<file path="config.mk">
export PLATFORM = sky130hd
export DESIGN_NAME = calc_engine
export DESIGN_NICKNAME = d
export VERILOG_FILES = /design/src/rtl/calc_engine.sv
export SDC_FILE = /design/constraint.sdc
export NUM_CORES = 1
export LEC_CHECK = 0
export CORE_MARGIN = 4
export CORE_UTILIZATION = 60
export CTS_CLUSTER_DIAMETER = 80
export DETAILED_ROUTE_END_ITERATION = 10
export GPL_TIMING_DRIVEN = 0
export PLACE_DENSITY = 0.9
export SKIP_LAST_GASP = 1
export SLEW_MARGIN = 20
export SYNTH_ARGS = -nofsm -noshare
export SYNTH_HDL_FRONTEND = slang
export SYNTH_SLANG_ARGS = --single-unit
export TNS_END_PERCENT = 10
</file>
<file path="constraint.sdc">
create_clock -name clk -period 6.7 [get_ports clk]
set_input_delay 2.01 -clock clk [delete_from_list [all_inputs] [get_ports clk]]
set_output_delay 2.01 -clock clk [all_outputs]
set_load 0.005 [all_outputs]
</file>
<file path="src/rtl/calc_engine.sv">
// Sequential calculator (add/sub/shift-add mul/restoring div) with double-dabble
// BCD conversion and a multiplexed seven-segment scanner. Optional: CALC_OVF_BLINK_EN.
module calc_engine #(
  parameter int W        = 7,
  parameter int DIGITS   = 4,
  parameter int SCAN_DIV = 5000
) (
  input  logic              clk,
  input  logic              rst,
  input  logic [W-1:0]      a,
  input  logic [W-1:0]      b,
  input  logic [1:0]        op,
  input  logic              start,
  output logic              busy,
  output logic              done,
  output logic [2*W-1:0]    result,
  output logic              negative,
  output logic              overflow,
  output logic [6:0]        seg,
  output logic [DIGITS-1:0] an
);
  localparam int CW = $clog2(2*W+1);
  localparam int BW = 4*DIGITS;
  localparam int SW = $clog2(SCAN_DIV+1);
  localparam int DW = $clog2(DIGITS);
  localparam logic [1:0] OP_ADD = 2'b00, OP_SUB = 2'b01, OP_MUL = 2'b10, OP_DIV = 2'b11;

  function automatic logic [63:0] pow10(input int n);
    logic [63:0] p;
    p = 64'd1;
    for (int i = 0; i < n; i++) p = p * 64'd10;
    return p;
  endfunction

  localparam logic [63:0] MAX_POS = pow10(DIGITS) - 64'd1;
  localparam logic [63:0] MAX_NEG = pow10(DIGITS-1) - 64'd1;

  function automatic logic [BW-1:0] dab(input logic [BW-1:0] v);
    logic [BW-1:0] r;
    r = v;
    for (int i = 0; i < DIGITS; i++)
      if (r[4*i +: 4] >= 4'd5) r[4*i +: 4] = r[4*i +: 4] + 4'd3;
    return r;
  endfunction

  function automatic logic [6:0] dec7(input logic [3:0] d);
    case (d)
      4'd0: dec7 = 7'b1000000;
      4'd1: dec7 = 7'b1111001;
      4'd2: dec7 = 7'b0100100;
      4'd3: dec7 = 7'b0110000;
      4'd4: dec7 = 7'b0011001;
      4'd5: dec7 = 7'b0010010;
      4'd6: dec7 = 7'b0000010;
      4'd7: dec7 = 7'b1111000;
      4'd8: dec7 = 7'b0000000;
      4'd9: dec7 = 7'b0010000;
      default: dec7 = 7'h7F;
    endcase
  endfunction

  typedef enum logic [1:0] {IDLE, CALC, CONV, DONE} state_t;
  state_t state, nxt;

  logic [1:0]     op_r;
  logic [2*W-1:0] acc, opa, mag, mag_sh;
  logic [W-1:0]   opb;
  logic [W:0]     rs;
  logic           neg_r, dz, ovf_c, calc_last, conv_last;
  logic [CW-1:0]  cnt;
  logic [BW-1:0]  bcd, bcd_adj, disp;
  logic [63:0]    mag64;

  // Divide keeps the quotient in opa[W-1:0]; everything else ends up in acc.
  assign dz        = (op_r == OP_DIV) && (opb == '0);
  assign mag       = (op_r == OP_DIV) ? {{W{1'b0}}, opa[W-1:0]} : acc;
  assign mag64     = 64'(mag);
  assign ovf_c     = dz || (mag64 > MAX_POS) || (neg_r && (mag64 > MAX_NEG));
  assign calc_last = !op_r[1] || (cnt == CW'(W-1));
  assign conv_last = (cnt == CW'(2*W-1));
  assign mag_sh    = mag << cnt;
  assign rs        = {acc[W-1:0], opa[W-1]};
  assign bcd_adj   = dab(bcd);
  assign busy      = (state != IDLE);

  always_ff @(posedge clk or posedge rst) begin
    if (rst) state <= IDLE;
    else     state <= nxt;
  end

  always_comb begin
    nxt = state;
    case (state)
      IDLE: if (start) nxt = CALC;
      CALC: if (calc_last) nxt = CONV;
      CONV: if (conv_last) nxt = DONE;
      DONE: nxt = IDLE;
      default: nxt = IDLE;
    endcase
  end

  always_ff @(posedge clk or posedge rst) begin
    if (rst) begin
      op_r     <= OP_ADD;
      acc      <= '0;
      opa      <= '0;
      opb      <= '0;
      neg_r    <= 1'b0;
      cnt      <= '0;
      bcd      <= '0;
      disp     <= '0;
      done     <= 1'b0;
      result   <= '0;
      negative <= 1'b0;
      overflow <= 1'b0;
    end else begin
      done <= 1'b0;
      case (state)
        IDLE: if (start) begin
          opa   <= {{W{1'b0}}, a};
          opb   <= b;
          op_r  <= op;
          acc   <= '0;
          neg_r <= 1'b0;
          cnt   <= '0;
          bcd   <= '0;
        end
        CALC: begin
          cnt <= calc_last ? '0 : cnt + CW'(1);
          case (op_r)
            OP_ADD: acc <= {{W{1'b0}}, opa[W-1:0]} + {{W{1'b0}}, opb};
            OP_SUB: begin
              if (opa[W-1:0] < opb) begin
                acc   <= {{W{1'b0}}, opb - opa[W-1:0]};
                neg_r <= 1'b1;
              end else begin
                acc   <= {{W{1'b0}}, opa[W-1:0] - opb};
              end
            end
            OP_MUL: begin
              if (opb[0]) acc <= acc + opa;
              opa <= opa << 1;
              opb <= opb >> 1;
            end
            default: if (opb != '0) begin
              // restoring step: remainder in acc, dividend shifts out / quotient in
              if (rs >= {1'b0, opb}) begin
                acc        <= {{(W-1){1'b0}}, rs - {1'b0, opb}};
                opa[W-1:0] <= {opa[W-2:0], 1'b1};
              end else begin
                acc        <= {{(W-1){1'b0}}, rs};
                opa[W-1:0] <= {opa[W-2:0], 1'b0};
              end
            end
          endcase
        end
        CONV: begin
          // only the low DIGITS digits are kept; overflow covers the rest
          cnt <= conv_last ? '0 : cnt + CW'(1);
          bcd <= {bcd_adj[BW-2:0], mag_sh[2*W-1]};
        end
        DONE: begin
          done     <= 1'b1;
          result   <= mag;
          negative <= neg_r;
          overflow <= ovf_c;
          disp     <= bcd;
        end
        default: ;
      endcase
    end
  end

  logic [SW-1:0] sc_cnt;
  logic [DW-1:0] dig;

  always_ff @(posedge clk or posedge rst) begin
    if (rst) begin
      sc_cnt <= '0;
      dig    <= '0;
    end else if (sc_cnt == SW'(SCAN_DIV-1)) begin
      sc_cnt <= '0;
      dig    <= (dig == DW'(DIGITS-1)) ? '0 : dig + DW'(1);
    end else begin
      sc_cnt <= sc_cnt + SW'(1);
    end
  end

  assign an = ~(DIGITS'(1) << dig);

  logic blank;
`ifdef CALC_OVF_BLINK_EN
  logic [22:0] blink_cnt;
  always_ff @(posedge clk or posedge rst) begin
    if (rst) blink_cnt <= '0;
    else     blink_cnt <= blink_cnt + 23'd1;
  end
  assign blank = blink_cnt[22];
`else
  assign blank = 1'b0;
`endif

  logic [3:0] cur;
  assign cur = disp[4*dig +: 4];

  always_comb begin
    seg = 7'h7F;
    if (overflow) begin
      if (!blank) begin
        case (dig)
          DW'(0):  seg = 7'b0101111;
          DW'(1):  seg = 7'b0000110;
          DW'(2):  seg = 7'b1000001;
          DW'(3):  seg = 7'b1000000;
          default: seg = 7'h7F;
        endcase
      end
    end else if (negative && dig == DW'(DIGITS-1)) begin
      seg = 7'b0111111;
    end else begin
      seg = dec7(cur);
    end
  end
endmodule

</file>
* Yosys cells after proc, flatten, opt, wreduce, memory -nomap -nowiden
Memories as Yosys holds them, arrays and structs flattened. Index checks and enable logic that the tools add are counted.
Cells by class: eq/ne operators 22, reductions and logical operators 25, $add $sub $neg 12, order comparisons 8, shift operators 3, bitwise logic cells 1, muxes and demuxes 41
Operators by type and width (number):
- $mux 14 | 5
- $pmux 14 s2 | 2
- $mux 7 | 7
- $pmux 14 s3 | 1
- $pmux 16 s2 | 1
- $pmux 7 s2 | 2
- $pmux 7 s4 | 1
- $mux 4 | 6
- $ge 4x3->1 const B | 4
- $mux 16 | 1
- $shiftx 16x5->4 | 1
- $add 14x14->14 | 1
- $gt 14x10->1 const B | 1
- $gt 14x14->1 const B | 1
- $shl 14x4->14 | 1
- $sub 7x7->7 | 2
- $add 13x1->13 const B | 1
- $eq 13x13->1 const B | 1
- $mux 13 | 1
- $add 4x2->4 const B | 3
- $eq 2x2->1 const B | 6
- $ne 2x2->1 const B | 6
- $pmux 4 s3 | 1
- $reduce_and 4->1 | 3
- 32 further kinds | 53
Storage, ports and cells: flip-flop bits (word level) 108, input bits 19, memories kept 1, ROM bits 112
Memory list:
- (name not given) | words 16, width 7, read ports 1, clocked after memory_dff 0, write ports 0, line 47 | case (d)

* Logic depth before layout (Yosys ltp)
word-level depth 5, gate-level depth with buffers 12

* Least setup slack after synthesis
No wires, ideal clock.
kind register to output, from reg dig[0], to out seg[6], data required time 4690 ps, arrival time 1981 ps, stages on the path, launching flop included 10, path slack 2709 ps, cells stage by stage dfrtp_1 buf_2 mux2_1 o21ai_0 inv_1 ha_1 mux2i_1 o21ai_0 a21oi_1 a31oi_1
Between the ends: word-level cells in the longest chain between the ends 4, elaborated cells between the ends (all ways) 10
RTL lines:
- start: declaration | line 175 | logic [DW-1:0] dig;
- start signal: assignment | line 183 | dig <= (dig == DW'(DIGITS-1)) ? '0 : dig + DW'(1);
- $shiftx 16x5->4 or $eq 2x2->1 (tied branches) | line 204, 210, 218
- $mem_v2 16x7 or $logic_and 1x1->1 (tied branches)
- $mux 7 | line 218 | end else if (negative && dig == DW'(DIGITS-1)) begin
- $mux 7 * | line 208 | if (overflow) begin
- end: declaration | line 19 | output logic [6:0] seg,
Mark *: on every way between the ends. The rest lies on a longest branch, timed or not. The select of a mux whose other input is x is not followed.

* Worst setup path after layout
from reg dig[0], to out seg[4]
Between the ends: word-level cells in the longest chain between the ends 4, elaborated cells between the ends (all ways) 6
RTL lines (line):
- $shiftx 16x5->4 or $eq 2x2->1 (tied branches) | 204, 218
- $mem_v2 16x7 or $logic_and 1x1->1 (tied branches)
- $mux 7 * | 218
- $mux 7 * | 208
Mark *: on every way between the ends. The rest lies on a longest branch, timed or not.

==> summary.md <==
| Metric | Value |
|---|---|
| Status | finished, final reports clean |
| First-pass GRT wire length | 30800 um |
| Core Region | 0.0122 mm^2 |
| Synth area leader | dfrtp_1 |
| Met3 wire len | 1130 um |
| Relative slew margins | 38.1% |
| Wire length on met1 | 7570 um |
| I/O Pins | 48 |
| Cell breakdown of the critical path | buf_2, mux2_1, o21ai_0, inv_1, ha_1, mux2i_1, o21ai_0, a21oi_1, clkdlybuf4s50_1 |
| Crit path arrival time | 3.13 ns |
| Placer Congestion | 0.965 |
| Critical Path End Type | primary output |
| Startpoint Class | flip-flop |
| Unrepaired setup endpoints after global routing | no |
| Initial cell density of the core | 62.5% |
| CTS H-tree depth | 3 |
| Placed Instance Area | 0.00835 mm^2 |
| Post-CTS setup buffer count | 0 |
| Mapped Area | 0.00764 mm^2 |
| Kind of critical path | reg -> out |
| Clk buf depth | 2 |
| Hpwl dp | 13700 um |
| # rows | 40 |
| Finished Cell Area | 0.00865 mm^2 |
| Syn. warnings | 0 |
| Netlist cell types | 72 |
| Layout cells sized above 1 | 8.47% |
| Port-buffer cells | 47 |
| Area grow syn2layout | 13.3% |
| Grt ovf | 0 |
| Drt wl/cell | 17.2 um |
| Fmax | 195 MHz |
| Routed Antenna Nets | 0 |
| Worst path most repeated cell | o21ai_0 |
| Mean number of vias per cell | 6.07 |
| Most used DFF post-synth | dfrtp_1 |
| Final setup viols | 0 |
| Die X-Extent | 121 um |
| Worst vdd ir | 0.000310 V |
| N_diodes | 0 |
| Filler cells | 928 |
| Vias post-DR | 6534 |
| Synth top area cells | dfrtp_1 (35%), ha_1 (11%), o21ai_0 (4.9%) |
| LEAKAGE | 3.82 nW |
| Final Non-Filler Cells | 1077 |
| Post-route minimum period | 5.14 ns |
| Drt initial violations | 753 |
| CTS Root Cell | clkbuf_16 |
| Pin count of the biggest net entering global routing | 83 |
| Delay-heaviest family, CP | buffers and inverters |
| Synthesized area per cell | 9.04 um^2 |
| Nets | 996 |
| Critical Path RT | 4.69 ns |
| Total Power | 4.36 mW |
| Worst Hold Slack | 0.484 ns |
| Initial antenna violation count | 0 |
| Area of the die | 0.0146 mm^2 |
| DP Worst Slack | 1.96 ns |
| Hold bufs inserted after CTS | 0 |
| Skew final | 0.00786 ns |
| Post-Place Cells | 1061 |
| CP max-delay cell | clkdlybuf4s50_1 |
| Fin util | 70.8% |
| Register-to-Register Setup Slack | 3.67 ns |
| Fin crit share | 76.7% |
| Pwr/cell area | 504 mW/mm^2 |
| Syn Nets | 937 |
| Sequential cell area | 0.00270 mm^2 |
| Final worst setup slack | 1.56 ns |
| HP Class | reg -> reg |
| Final-report max-slew violation count | 0 |
| Metal2 WL | 9240 um |
| Worst-Margin Slew | 0.921 ns |
| DRC errors left | 0 |
| Async SR Flop Fraction | 100% |
| Most frequent cell after synthesis | dfrtp_1 |
| Vias in the first global route | 6384 |
| Clk Latency, worst-skew pair | 0.36 ns |
| Pre-antenna DRT Iters | 5 |
| Seq/Total Area, Yosys | 35.4% |
| Most frequent cells after synthesis | dfrtp_1 (108), nand2_1 (79), o21ai_0 (75) |
| Post-Syn Instances | 845 |
| Post-cts sizing count | 0 |
| Sink Count | 108 |
| Number of synthesized flops with an enable pin | 0 |
| Max Cap Viol | 0 |
| Reg clk slew, reported paths | 0.08 ns |
| Register bit total from synthesis | 108 |
| Final Hold Fails | 0 |
| Synth top area share | 35.4% |
| All-Layer GR Usage | 26.4% |
| CP max FO | 7 |
| TritonCTS clock tree | done |
| Max layer used | met4 |
| Slowest stage delay, CP | 0.52 ns |
| Setup TNS | 0 ns |
| Total Wirelength | 18500 um |
| Multi-input gate area | 0.00457 mm^2 |
| Worst path bufs/invs | 3 |
| Die H | 121 um |
| Num CTS Buffers | 9 |
cells in the final DEF (no fill, tap or decap), drive strengths merged, types with 6 or more instances in the layout:
cell type / count
a21o: 6
a21oi: 69
a22o: 8
a31oi: 8
buf: 16
clkbuf: 28
clkdlybuf4s50: 47
dfrtp: 108
ha: 68
inv: 60
mux2: 25
mux2i: 32
nand2: 81
nand2b: 21
nand3: 22
nand4: 6
nor2: 68
nor3: 13
nor4: 7
o21a: 8
o21ai: 85
o31ai: 6
xnor2: 20
xor2: 15
worst register-to-register path, stage by stage (launching register included):
cell and delay (ns):
dfrtp_1 0.55, inv_1 0.23, ha_1 0.38, nor2b_4 0.14, o31a_4 0.31, o21ai_4 0.34
mux2i_1 0.26, xor2_1 0.19, nor2_1 0.08, o41ai_1 0.43
state kept, by name (all words and copies together) (netlist names), 2 cells and up:
name / count
opb: 7
op_r: 2
state: 2
acc: 14
opa: 14
result: 14
bcd: 16
disp: 16
dig: 2
sc_cnt: 13
cnt: 4
path summary, 6_finish.rpt:
path / startpoint / end / cells after the start
setup / recovery: dig[0] / seg[4] / 9
hold / removal: sc_cnt[0] / sc_cnt[0] / 1
setup reg to reg: opa[1] / acc[6] / 9
hold reg to reg: sc_cnt[0] / sc_cnt[0] / 1
max in group asynchronous: rst / opb[2] / 3
min in group asynchronous: rst / sc_cnt[12] / 2
layer usage:
layer / GRT usage, % / vias to the layer above
met2: 44.8 / 254
met4: 10.1 / 0
met5: 0 / -
li1: - / 3111
met1: 33.0 / 3113
met3: 5.47 / 56
cell families (layout without fill, tap and decap cells):
family                     after synthesis  in the layout  synth area share (%)
DFF                                    108            108                  35.4
adders and majority gates               73             73                  12.5
buffers and inverters                   89            153                  4.80
and+or+nand+nor                        249            249                  15.8
xor gates and xnor gates                35             35                  4.01
muxes                                   61             61                  9.06
AOI/OAI and AO/OA                      230            230                  18.5
layout make-up:
| cell class | instances | share of cell area [%] |
|---|---|---|
| clock inverters | 5 | 0.781 |
| plain buffers | 32 | 1.76 |
| repair buffers | 48 | 5.76 |
| multi-input cells | 648 | 52.8 |
| flip-flops and latches | 108 | 31.2 |
| clock buffers | 11 | 2.69 |
| well taps | 168 | 2.43 |
| inverters | 57 | 2.53 |
report_power, final:
group,internal [mW],switching (mW),leakage (nW)
registers,0.841,0.270,1.42
clock network,0.297,0.258,0.147
logic,1.15,1.54,2.26
total,2.29,2.07,3.82
Power figures use the tool's default switching activity.
